$ cat config.mk
export PLATFORM = sky130hd
export DESIGN_NAME = interrupt_sequencer_flat
export DESIGN_NICKNAME = d
export VERILOG_FILES = /design/src/rtl/interrupt_sequencer_pkg.sv /design/src/rtl/interrupt_sequencer_if.sv /design/src/rtl/interrupt_sequencer_nmi_edge.sv /design/src/rtl/interrupt_sequencer.sv /design/src/flat_wrapper.sv
export SDC_FILE = /design/constraint.sdc
export NUM_CORES = 1
export LEC_CHECK = 0
export CORE_MARGIN = 1
export CORE_UTILIZATION = 45
export DETAILED_ROUTE_END_ITERATION = 12
export HOLD_SLACK_MARGIN = 0.15
export MAX_ROUTING_LAYER = met4
export PLACE_DENSITY_LB_ADDON = 0.2
export SYNTH_ARGS = -nofsm -noshare
export SYNTH_HDL_FRONTEND = slang
export SYNTH_SLANG_ARGS = --single-unit
$ cat constraint.sdc
create_clock -name i_clk -period 1.8 [get_ports i_clk]
set_input_delay 0.36 -clock i_clk [delete_from_list [all_inputs] [get_ports i_clk]]
set_output_delay 0.36 -clock i_clk [all_outputs]
set_load 0.05 [all_outputs]
$ cat src/rtl/interrupt_sequencer_pkg.sv
// Shared types and decode helpers for the 6502 interrupt entry sequencer.
// States, source codes, vector-low constants and the per-state control decode.
package int_seq_pkg;

    typedef enum logic [2:0] {
        ST_IDLE = 3'd0,
        ST_C1   = 3'd1,
        ST_C2   = 3'd2,
        ST_C3   = 3'd3,
        ST_C4   = 3'd4,
        ST_C5   = 3'd5,
        ST_C6   = 3'd6,
        ST_C7   = 3'd7
    } state_t;

    typedef enum logic [1:0] {
        SRC_RESET = 2'd0,
        SRC_NMI   = 2'd1,
        SRC_IRQ   = 2'd2,
        SRC_BRK   = 2'd3
    } src_t;

    localparam logic [7:0] VEC_NMI_LO   = 8'hFA;
    localparam logic [7:0] VEC_RESET_LO = 8'hFC;
    localparam logic [7:0] VEC_IRQ_LO   = 8'hFE;

    typedef struct packed {
        logic busy;
        logic done;
        logic rw;
        logic pcl_adl;
        logic pch_adh;
        logic pcl_db;
        logic pch_db;
        logic p_db;
        logic s_adl;
        logic z_adl0;
        logic z_adl1;
        logic z_adl2;
        logic z_adh0;
        logic z_adh1_7;
        logic one_db4;
        logic s_dec;
        logic pc_inc;
        logic load_pcl;
        logic load_pch;
        logic set_i;
    } ctl_t;

    function automatic ctl_t ctl_idle();
        ctl_t c;
        c    = '0;
        c.rw = 1'b1;
        return c;
    endfunction

    function automatic logic [7:0] vec_low(input src_t src);
        logic [7:0] v;
        case (src)
            SRC_NMI:   v = VEC_NMI_LO;
            SRC_RESET: v = VEC_RESET_LO;
            default:   v = VEC_IRQ_LO;
        endcase
        return v;
    endfunction

    // ADL is precharged high, so the vector is formed by pulling its zero bits low.
    function automatic ctl_t ctl_decode(input state_t st, input src_t src);
        ctl_t       c;
        logic [7:0] vec;
        c   = ctl_idle();
        vec = vec_low(src);
        case (st)
            ST_IDLE: c = ctl_idle();
            ST_C1, ST_C2: begin
                c.busy    = 1'b1;
                c.pcl_adl = 1'b1;
                c.pch_adh = 1'b1;
                c.pc_inc  = (st == ST_C2) && (src == SRC_BRK);
            end
            ST_C3, ST_C4, ST_C5: begin
                c.busy     = 1'b1;
                c.s_adl    = 1'b1;
                c.z_adh1_7 = 1'b1;
                c.s_dec    = 1'b1;
                c.rw       = (src == SRC_RESET);
                c.pch_db   = (st == ST_C3);
                c.pcl_db   = (st == ST_C4);
                c.p_db     = (st == ST_C5);
                c.one_db4  = (st == ST_C5) && (src == SRC_BRK);
            end
            ST_C6: begin
                c.busy     = 1'b1;
                c.z_adl0   = ~vec[0];
                c.z_adl1   = ~vec[1];
                c.z_adl2   = ~vec[2];
                c.load_pcl = 1'b1;
                c.set_i    = 1'b1;
            end
            ST_C7: begin
                c.busy     = 1'b1;
                c.done     = 1'b1;
                c.z_adl1   = ~vec[1];
                c.z_adl2   = ~vec[2];
                c.load_pch = 1'b1;
            end
            default: c = ctl_idle();
        endcase
        return c;
    endfunction

endpackage

$ cat src/rtl/interrupt_sequencer_if.sv
// Decoder-side bundle of the interrupt sequencer: boundary/source inputs and
// routing/strobe outputs. master = decoder side, slave = sequencer.
interface interrupt_sequencer_if;
    logic       i_sync;
    logic       i_brk_op;
    logic       i_nmi_n;
    logic       i_irq_n;
    logic       i_p_i;
    logic       o_busy;
    logic       o_done;
    logic [1:0] o_src;
    logic       o_pcl_adl;
    logic       o_pch_adh;
    logic       o_pcl_db;
    logic       o_pch_db;
    logic       o_p_db;
    logic       o_s_adl;
    logic       o_0_adl0;
    logic       o_0_adl1;
    logic       o_0_adl2;
    logic       o_0_adh0;
    logic       o_0_adh1_7;
    logic       o_1_db4;
    logic       o_rw;
    logic       o_s_dec;
    logic       o_pc_inc;
    logic       o_load_pcl;
    logic       o_load_pch;
    logic       o_set_i;

    modport master (
        output i_sync, i_brk_op, i_nmi_n, i_irq_n, i_p_i,
        input  o_busy, o_done, o_src, o_pcl_adl, o_pch_adh, o_pcl_db, o_pch_db,
               o_p_db, o_s_adl, o_0_adl0, o_0_adl1, o_0_adl2, o_0_adh0,
               o_0_adh1_7, o_1_db4, o_rw, o_s_dec, o_pc_inc, o_load_pcl,
               o_load_pch, o_set_i
    );

    modport slave (
        input  i_sync, i_brk_op, i_nmi_n, i_irq_n, i_p_i,
        output o_busy, o_done, o_src, o_pcl_adl, o_pch_adh, o_pcl_db, o_pch_db,
               o_p_db, o_s_adl, o_0_adl0, o_0_adl1, o_0_adl2, o_0_adh0,
               o_0_adh1_7, o_1_db4, o_rw, o_s_dec, o_pc_inc, o_load_pcl,
               o_load_pch, o_set_i
    );
endinterface

$ cat src/rtl/interrupt_sequencer_nmi_edge.sv
// NMI falling-edge latch. o_pending includes an edge seen this cycle so that an
// NMI arriving on the boundary cycle wins arbitration; i_clear consumes both.
module nmi_edge_detector (
    input  logic i_clk,
    input  logic i_reset_n,
    input  logic i_nmi_n,
    input  logic i_clear,
    output logic o_pending
);
    logic nmi_prev_r;
    logic pending_r;
    logic edge_s;

    assign edge_s    = nmi_prev_r & ~i_nmi_n;
    assign o_pending = pending_r | edge_s;

    // Previous-sample register and sticky pending flag.
    always_ff @(posedge i_clk or negedge i_reset_n) begin
        if (!i_reset_n) begin
            nmi_prev_r <= 1'b1;
            pending_r  <= 1'b0;
        end else begin
            nmi_prev_r <= i_nmi_n;
            if (i_clear) begin
                pending_r <= 1'b0;
            end else if (edge_s) begin
                pending_r <= 1'b1;
            end else begin
                pending_r <= pending_r;
            end
        end
    end
endmodule

$ cat src/rtl/interrupt_sequencer.sv
// 7-cycle 6502 interrupt entry sequencer for RESET/NMI/IRQ/BRK. Outputs are
// registered decodes of the next state, so they always track the current state.
module interrupt_sequencer
    import int_seq_pkg::*;
#(
    parameter bit NMI_HIJACK       = 1'b1,
    parameter bit RESET_AUTO_START = 1'b1
) (
    input  logic                  i_clk,
    input  logic                  i_reset_n,
    interrupt_sequencer_if.slave  bus
);
    state_t state_r;
    state_t state_nxt_s;
    src_t   src_r;
    src_t   src_nxt_s;
    logic   reset_pending_r;
    logic   reset_pending_nxt_s;
    logic   nmi_pending_s;
    logic   nmi_clear_s;
    ctl_t   ctl_r;

    nmi_edge_detector u_nmi_edge (
        .i_clk     (i_clk),
        .i_reset_n (i_reset_n),
        .i_nmi_n   (bus.i_nmi_n),
        .i_clear   (nmi_clear_s),
        .o_pending (nmi_pending_s)
    );

    // Boundary arbitration, cycle sequencing and the C5 NMI hijack.
    always_comb begin
        state_nxt_s         = state_r;
        src_nxt_s           = src_r;
        reset_pending_nxt_s = reset_pending_r;
        nmi_clear_s         = 1'b0;
        case (state_r)
            ST_IDLE: begin
                if (reset_pending_r) begin
                    src_nxt_s   = SRC_RESET;
                    state_nxt_s = ST_C1;
                end else if (bus.i_sync) begin
                    if (nmi_pending_s) begin
                        src_nxt_s   = SRC_NMI;
                        state_nxt_s = ST_C1;
                        nmi_clear_s = 1'b1;
                    end else if (!bus.i_irq_n && !bus.i_p_i) begin
                        src_nxt_s   = SRC_IRQ;
                        state_nxt_s = ST_C1;
                    end else if (bus.i_brk_op) begin
                        src_nxt_s   = SRC_BRK;
                        state_nxt_s = ST_C1;
                    end else begin
                        state_nxt_s = ST_IDLE;
                    end
                end else begin
                    state_nxt_s = ST_IDLE;
                end
            end
            ST_C1: state_nxt_s = ST_C2;
            ST_C2: state_nxt_s = ST_C3;
            ST_C3: state_nxt_s = ST_C4;
            ST_C4: state_nxt_s = ST_C5;
            ST_C5: begin
                state_nxt_s = ST_C6;
                // Stack pushes are done; an NMI can still take over the vector fetch.
                if (NMI_HIJACK && nmi_pending_s &&
                    ((src_r == SRC_IRQ) || (src_r == SRC_BRK))) begin
                    src_nxt_s   = SRC_NMI;
                    nmi_clear_s = 1'b1;
                end else begin
                    src_nxt_s = src_r;
                end
            end
            ST_C6: state_nxt_s = ST_C7;
            ST_C7: begin
                state_nxt_s = ST_IDLE;
                if (src_r == SRC_RESET) begin
                    reset_pending_nxt_s = 1'b0;
                end else begin
                    reset_pending_nxt_s = reset_pending_r;
                end
            end
            default: state_nxt_s = ST_IDLE;
        endcase
    end

    // State, source, reset request and registered control outputs.
    always_ff @(posedge i_clk or negedge i_reset_n) begin
        if (!i_reset_n) begin
            state_r         <= ST_IDLE;
            src_r           <= SRC_RESET;
            reset_pending_r <= RESET_AUTO_START;
            ctl_r           <= ctl_idle();
        end else begin
            state_r         <= state_nxt_s;
            src_r           <= src_nxt_s;
            reset_pending_r <= reset_pending_nxt_s;
            ctl_r           <= ctl_decode(state_nxt_s, src_nxt_s);
        end
    end

    assign bus.o_busy     = ctl_r.busy;
    assign bus.o_done     = ctl_r.done;
    assign bus.o_src      = src_r;
    assign bus.o_pcl_adl  = ctl_r.pcl_adl;
    assign bus.o_pch_adh  = ctl_r.pch_adh;
    assign bus.o_pcl_db   = ctl_r.pcl_db;
    assign bus.o_pch_db   = ctl_r.pch_db;
    assign bus.o_p_db     = ctl_r.p_db;
    assign bus.o_s_adl    = ctl_r.s_adl;
    assign bus.o_0_adl0   = ctl_r.z_adl0;
    assign bus.o_0_adl1   = ctl_r.z_adl1;
    assign bus.o_0_adl2   = ctl_r.z_adl2;
    assign bus.o_0_adh0   = ctl_r.z_adh0;
    assign bus.o_0_adh1_7 = ctl_r.z_adh1_7;
    assign bus.o_1_db4    = ctl_r.one_db4;
    assign bus.o_rw       = ctl_r.rw;
    assign bus.o_s_dec    = ctl_r.s_dec;
    assign bus.o_pc_inc   = ctl_r.pc_inc;
    assign bus.o_load_pcl = ctl_r.load_pcl;
    assign bus.o_load_pch = ctl_r.load_pch;
    assign bus.o_set_i    = ctl_r.set_i;
endmodule

$ cat src/flat_wrapper.sv
// flat-port wrapper written by rule: the top's interface ports become plain ports
module interrupt_sequencer_flat import int_seq_pkg::*;
#(
    parameter bit NMI_HIJACK       = 1'b1,
    parameter bit RESET_AUTO_START = 1'b1
)
  (i_clk, i_reset_n, bus_i_sync, bus_i_brk_op, bus_i_nmi_n, bus_i_irq_n, bus_i_p_i, bus_o_busy, bus_o_done, bus_o_src, bus_o_pcl_adl, bus_o_pch_adh, bus_o_pcl_db, bus_o_pch_db, bus_o_p_db, bus_o_s_adl, bus_o_0_adl0, bus_o_0_adl1, bus_o_0_adl2, bus_o_0_adh0, bus_o_0_adh1_7, bus_o_1_db4, bus_o_rw, bus_o_s_dec, bus_o_pc_inc, bus_o_load_pcl, bus_o_load_pch, bus_o_set_i);
  interrupt_sequencer_if bus_i ();
  input  logic i_clk;
  input  logic i_reset_n;
  input wire logic [$bits(bus_i.i_sync)-1:0] bus_i_sync;
  input wire logic [$bits(bus_i.i_brk_op)-1:0] bus_i_brk_op;
  input wire logic [$bits(bus_i.i_nmi_n)-1:0] bus_i_nmi_n;
  input wire logic [$bits(bus_i.i_irq_n)-1:0] bus_i_irq_n;
  input wire logic [$bits(bus_i.i_p_i)-1:0] bus_i_p_i;
  output wire logic [$bits(bus_i.o_busy)-1:0] bus_o_busy;
  output wire logic [$bits(bus_i.o_done)-1:0] bus_o_done;
  output wire logic [$bits(bus_i.o_src)-1:0] bus_o_src;
  output wire logic [$bits(bus_i.o_pcl_adl)-1:0] bus_o_pcl_adl;
  output wire logic [$bits(bus_i.o_pch_adh)-1:0] bus_o_pch_adh;
  output wire logic [$bits(bus_i.o_pcl_db)-1:0] bus_o_pcl_db;
  output wire logic [$bits(bus_i.o_pch_db)-1:0] bus_o_pch_db;
  output wire logic [$bits(bus_i.o_p_db)-1:0] bus_o_p_db;
  output wire logic [$bits(bus_i.o_s_adl)-1:0] bus_o_s_adl;
  output wire logic [$bits(bus_i.o_0_adl0)-1:0] bus_o_0_adl0;
  output wire logic [$bits(bus_i.o_0_adl1)-1:0] bus_o_0_adl1;
  output wire logic [$bits(bus_i.o_0_adl2)-1:0] bus_o_0_adl2;
  output wire logic [$bits(bus_i.o_0_adh0)-1:0] bus_o_0_adh0;
  output wire logic [$bits(bus_i.o_0_adh1_7)-1:0] bus_o_0_adh1_7;
  output wire logic [$bits(bus_i.o_1_db4)-1:0] bus_o_1_db4;
  output wire logic [$bits(bus_i.o_rw)-1:0] bus_o_rw;
  output wire logic [$bits(bus_i.o_s_dec)-1:0] bus_o_s_dec;
  output wire logic [$bits(bus_i.o_pc_inc)-1:0] bus_o_pc_inc;
  output wire logic [$bits(bus_i.o_load_pcl)-1:0] bus_o_load_pcl;
  output wire logic [$bits(bus_i.o_load_pch)-1:0] bus_o_load_pch;
  output wire logic [$bits(bus_i.o_set_i)-1:0] bus_o_set_i;
  assign bus_i.i_sync = bus_i_sync;
  assign bus_i.i_brk_op = bus_i_brk_op;
  assign bus_i.i_nmi_n = bus_i_nmi_n;
  assign bus_i.i_irq_n = bus_i_irq_n;
  assign bus_i.i_p_i = bus_i_p_i;
  assign bus_o_busy = bus_i.o_busy;
  assign bus_o_done = bus_i.o_done;
  assign bus_o_src = bus_i.o_src;
  assign bus_o_pcl_adl = bus_i.o_pcl_adl;
  assign bus_o_pch_adh = bus_i.o_pch_adh;
  assign bus_o_pcl_db = bus_i.o_pcl_db;
  assign bus_o_pch_db = bus_i.o_pch_db;
  assign bus_o_p_db = bus_i.o_p_db;
  assign bus_o_s_adl = bus_i.o_s_adl;
  assign bus_o_0_adl0 = bus_i.o_0_adl0;
  assign bus_o_0_adl1 = bus_i.o_0_adl1;
  assign bus_o_0_adl2 = bus_i.o_0_adl2;
  assign bus_o_0_adh0 = bus_i.o_0_adh0;
  assign bus_o_0_adh1_7 = bus_i.o_0_adh1_7;
  assign bus_o_1_db4 = bus_i.o_1_db4;
  assign bus_o_rw = bus_i.o_rw;
  assign bus_o_s_dec = bus_i.o_s_dec;
  assign bus_o_pc_inc = bus_i.o_pc_inc;
  assign bus_o_load_pcl = bus_i.o_load_pcl;
  assign bus_o_load_pch = bus_i.o_load_pch;
  assign bus_o_set_i = bus_i.o_set_i;
  interrupt_sequencer #(.NMI_HIJACK(NMI_HIJACK), .RESET_AUTO_START(RESET_AUTO_START)) u_core (.i_clk(i_clk), .i_reset_n(i_reset_n), .bus(bus_i));
endmodule
==> flow_summary.json <==
{
  "status": "finished clean",
  "rr_startpoint": "u_core.state_r[2]",
  "grt_max_degree": 22,
  "crit_type": "register to register",
  "synth_top_cell_area_share": 0.4813,
  "drv_slew": 0,
  "r2r_setup_slack_ns": 0.09,
  "grt_pass1_wl_um": 2628,
  "wl_per_cell_um": 12.67,
  "antenna_found_initial": 0,
  "hold_buffers": 0,
  "gr-total-overflow": 0,
  "yosysMostFrequentCell": "dfrtp_1",
  "setup_viol": 0,
  "regMostFlops": "u_core.state_r",
  "syn_area_per_cell_um2": 11.70,
  "r2r_end": "u_core.bus.o_0_adl2",
  "core_area_um2": 1962,
  "nets": 117,
  "stdcell_count": 136,
  "reg2regPathDepth": 4,
  "ys_ff_latch": 21,
  "cp-start-kind": "register",
  "grt_pass1_vias": 585,
  "first_iter_violations": 9,
  "fin_skew_ns": 0.002738,
  "cts_tree": "done",
  "gp_congestion": 0.8768,
  "tns_ns": 0,
  "post_cts_buffers": 0,
  "clk_pin_slew_ns": 0.11,
  "initial_core_util": 0.4770,
  "largest_reg_flops": 3,
  "fmax_ghz": 0.5852,
  "dpl_cell_area_um2": 1169,
  "async_flop_share": 1.000,
  "hold_viol": 0,
  "synth_edf_count": 0,
  "yosys_warnings": 0,
  "io_buffer_count": 27,
  "hpwl_um": 1344,
  "syn_inst": 80,
  "first_pass_iters": 2,
  "die_h_um": 47.61,
  "worstSkewPairLatency_ns": 0.29,
  "io_pins": 29,
  "diodes": 0,
  "finalCritPeriodShare": 0.9493,
  "via_per_inst": 5.022,
  "synth_common_cells": "dfrtp_1, buf_4, nor2_1",
  "clock-root-buffer": "clkbuf_4",
  "drc": 0,
  "synth_seq_area_share": 0.5655,
  "hold_class": "input pin to async pin",
  "htreeDepth": 1,
  "cp_data_required_time_ns": 2.00,
  "synth_nets": 87,
  "placementRows": 16,
  "track_usage": 0.1778,
  "dr_total_vias": 683,
  "nFillCells": 181,
  "synth_area_um2": 935.9,
  "antenna_violating_nets_post_route": 0,
  "design_area_um2": 1196,
  "worstSetupStartpoint": "u_core.state_r[2]",
  "yosys_most_used_dff": "dfrtp_1",
  "syn2layout_area_growth_pct": 27.81,
  "cts-resized-gates": 0,
  "cp_data_arrival_time_ns": 1.91,
  "cts_buffer_depth": 2,
  "drv_cap": 0,
  "hold_ws_ns": 0.4056,
  "cp_max_fo": 9,
  "synth_largest_area_cell": "dfrtp_1",
  "yosys-top-cells-area": "dfrtp_1, dfstp_2, buf_4",
  "dp.cells": 132,
  "worst_setup_path_end_kind": "register",
  "drive_gt1_frac": 0.4037,
  "cts-buffers-inserted": 3,
  "totalWireLength_um": 1723,
  "grt_setup_unrepaired": "false",
  "synth_cell_types": 37,
  "die_area_um2": 2266,
  "critPathCapture": "u_core.bus.o_0_adl2",
  "clkSinkCount": 21,
  "fp.dieW_um": 47.61,
  "period_minus_slack_ns": 1.709
}
-- routing by layer --
layer	track usage	routed length, um
met1	0.2284	786
met5	-	0
met2	0.2795	859
met3	0.04528	54
met4	0.05000	23
-- stage by stage --
step           utilization  setup slack, ns
2_1_floorplan            -           0.2318
3_5_place_dp        0.5957          -0.1881
5_1_grt             0.6097          0.01146
6_report            0.6097          0.09119
4_1_cts             0.6091          0.05970
3_3_place_gp        0.5957          -0.1464
-- layout by cell type (no fill, tap or decap), types with 2 or more instances in the layout --
master | synthesis | routed
buf_4 | 9 | 29
dfrtp_1 | 18 | 17
nor2_1 | 6 | 6
clkdlybuf4s50_1 | 0 | 6
nand2_1 | 4 | 4
clkbuf_4 | 0 | 3
dfstp_2 | 3 | 3
nor3b_1 | 2 | 2
nor3_1 | 2 | 2
nand3_1 | 2 | 2
o21bai_1 | 2 | 2
nor4_1 | 2 | 2
inv_1 | 2 | 2
o31ai_1 | 2 | 2
and2_1 | 2 | 2
-- how the worst min path moves through the flow --
| stage | startpoint | endpoint | slack, ns | depth (start not counted) |
|---|---|---|---|---|
| CTS | i_reset_n | u_core.state_r[0] | 0.39 | 2 |
| floorplan | i_reset_n | u_core.bus.o_0_adl1 | 0.06 | 0 |
| global placement | u_core.reset_pending_r | u_core.reset_pending_r | 0.48 | 1 |
| global route | i_reset_n | u_core.state_r[0] | 0.42 | 2 |
| detailed placement | u_core.reset_pending_r | u_core.reset_pending_r | 0.49 | 1 |
| finish | i_reset_n | u_core.state_r[0] | 0.41 | 2 |
-- cell type report --
class,count,area (um2),area share
clock buffers,4,26.28,0.02197
flip-flops and latches,21,530.5,0.4435
inverters,3,11.26,0.009414
repair buffers,35,277.8,0.2322
multi-input cells,46,316.6,0.2646
well taps,27,33.78,0.02824
-- critical path, stage by stage, from the launching register on --
cell and delay [ns]:
dfrtp_2 0.48, or4b_4 0.55, a21oi_2 0.21, a22oi_2 0.10, nor4_2 0.29
-- cells by family after synthesis --
kind of cell    after synthesis  synth area share
other cells                   1          0.004007
compound gates               16            0.1417
buf+inv                      13           0.09625
xor+xnor                      2           0.01872
simple gates                 27            0.1738
flops                        21            0.5655
Power is not shown: default switching activity piles up to over one toggle a cycle in this logic, so the estimate is an artifact.
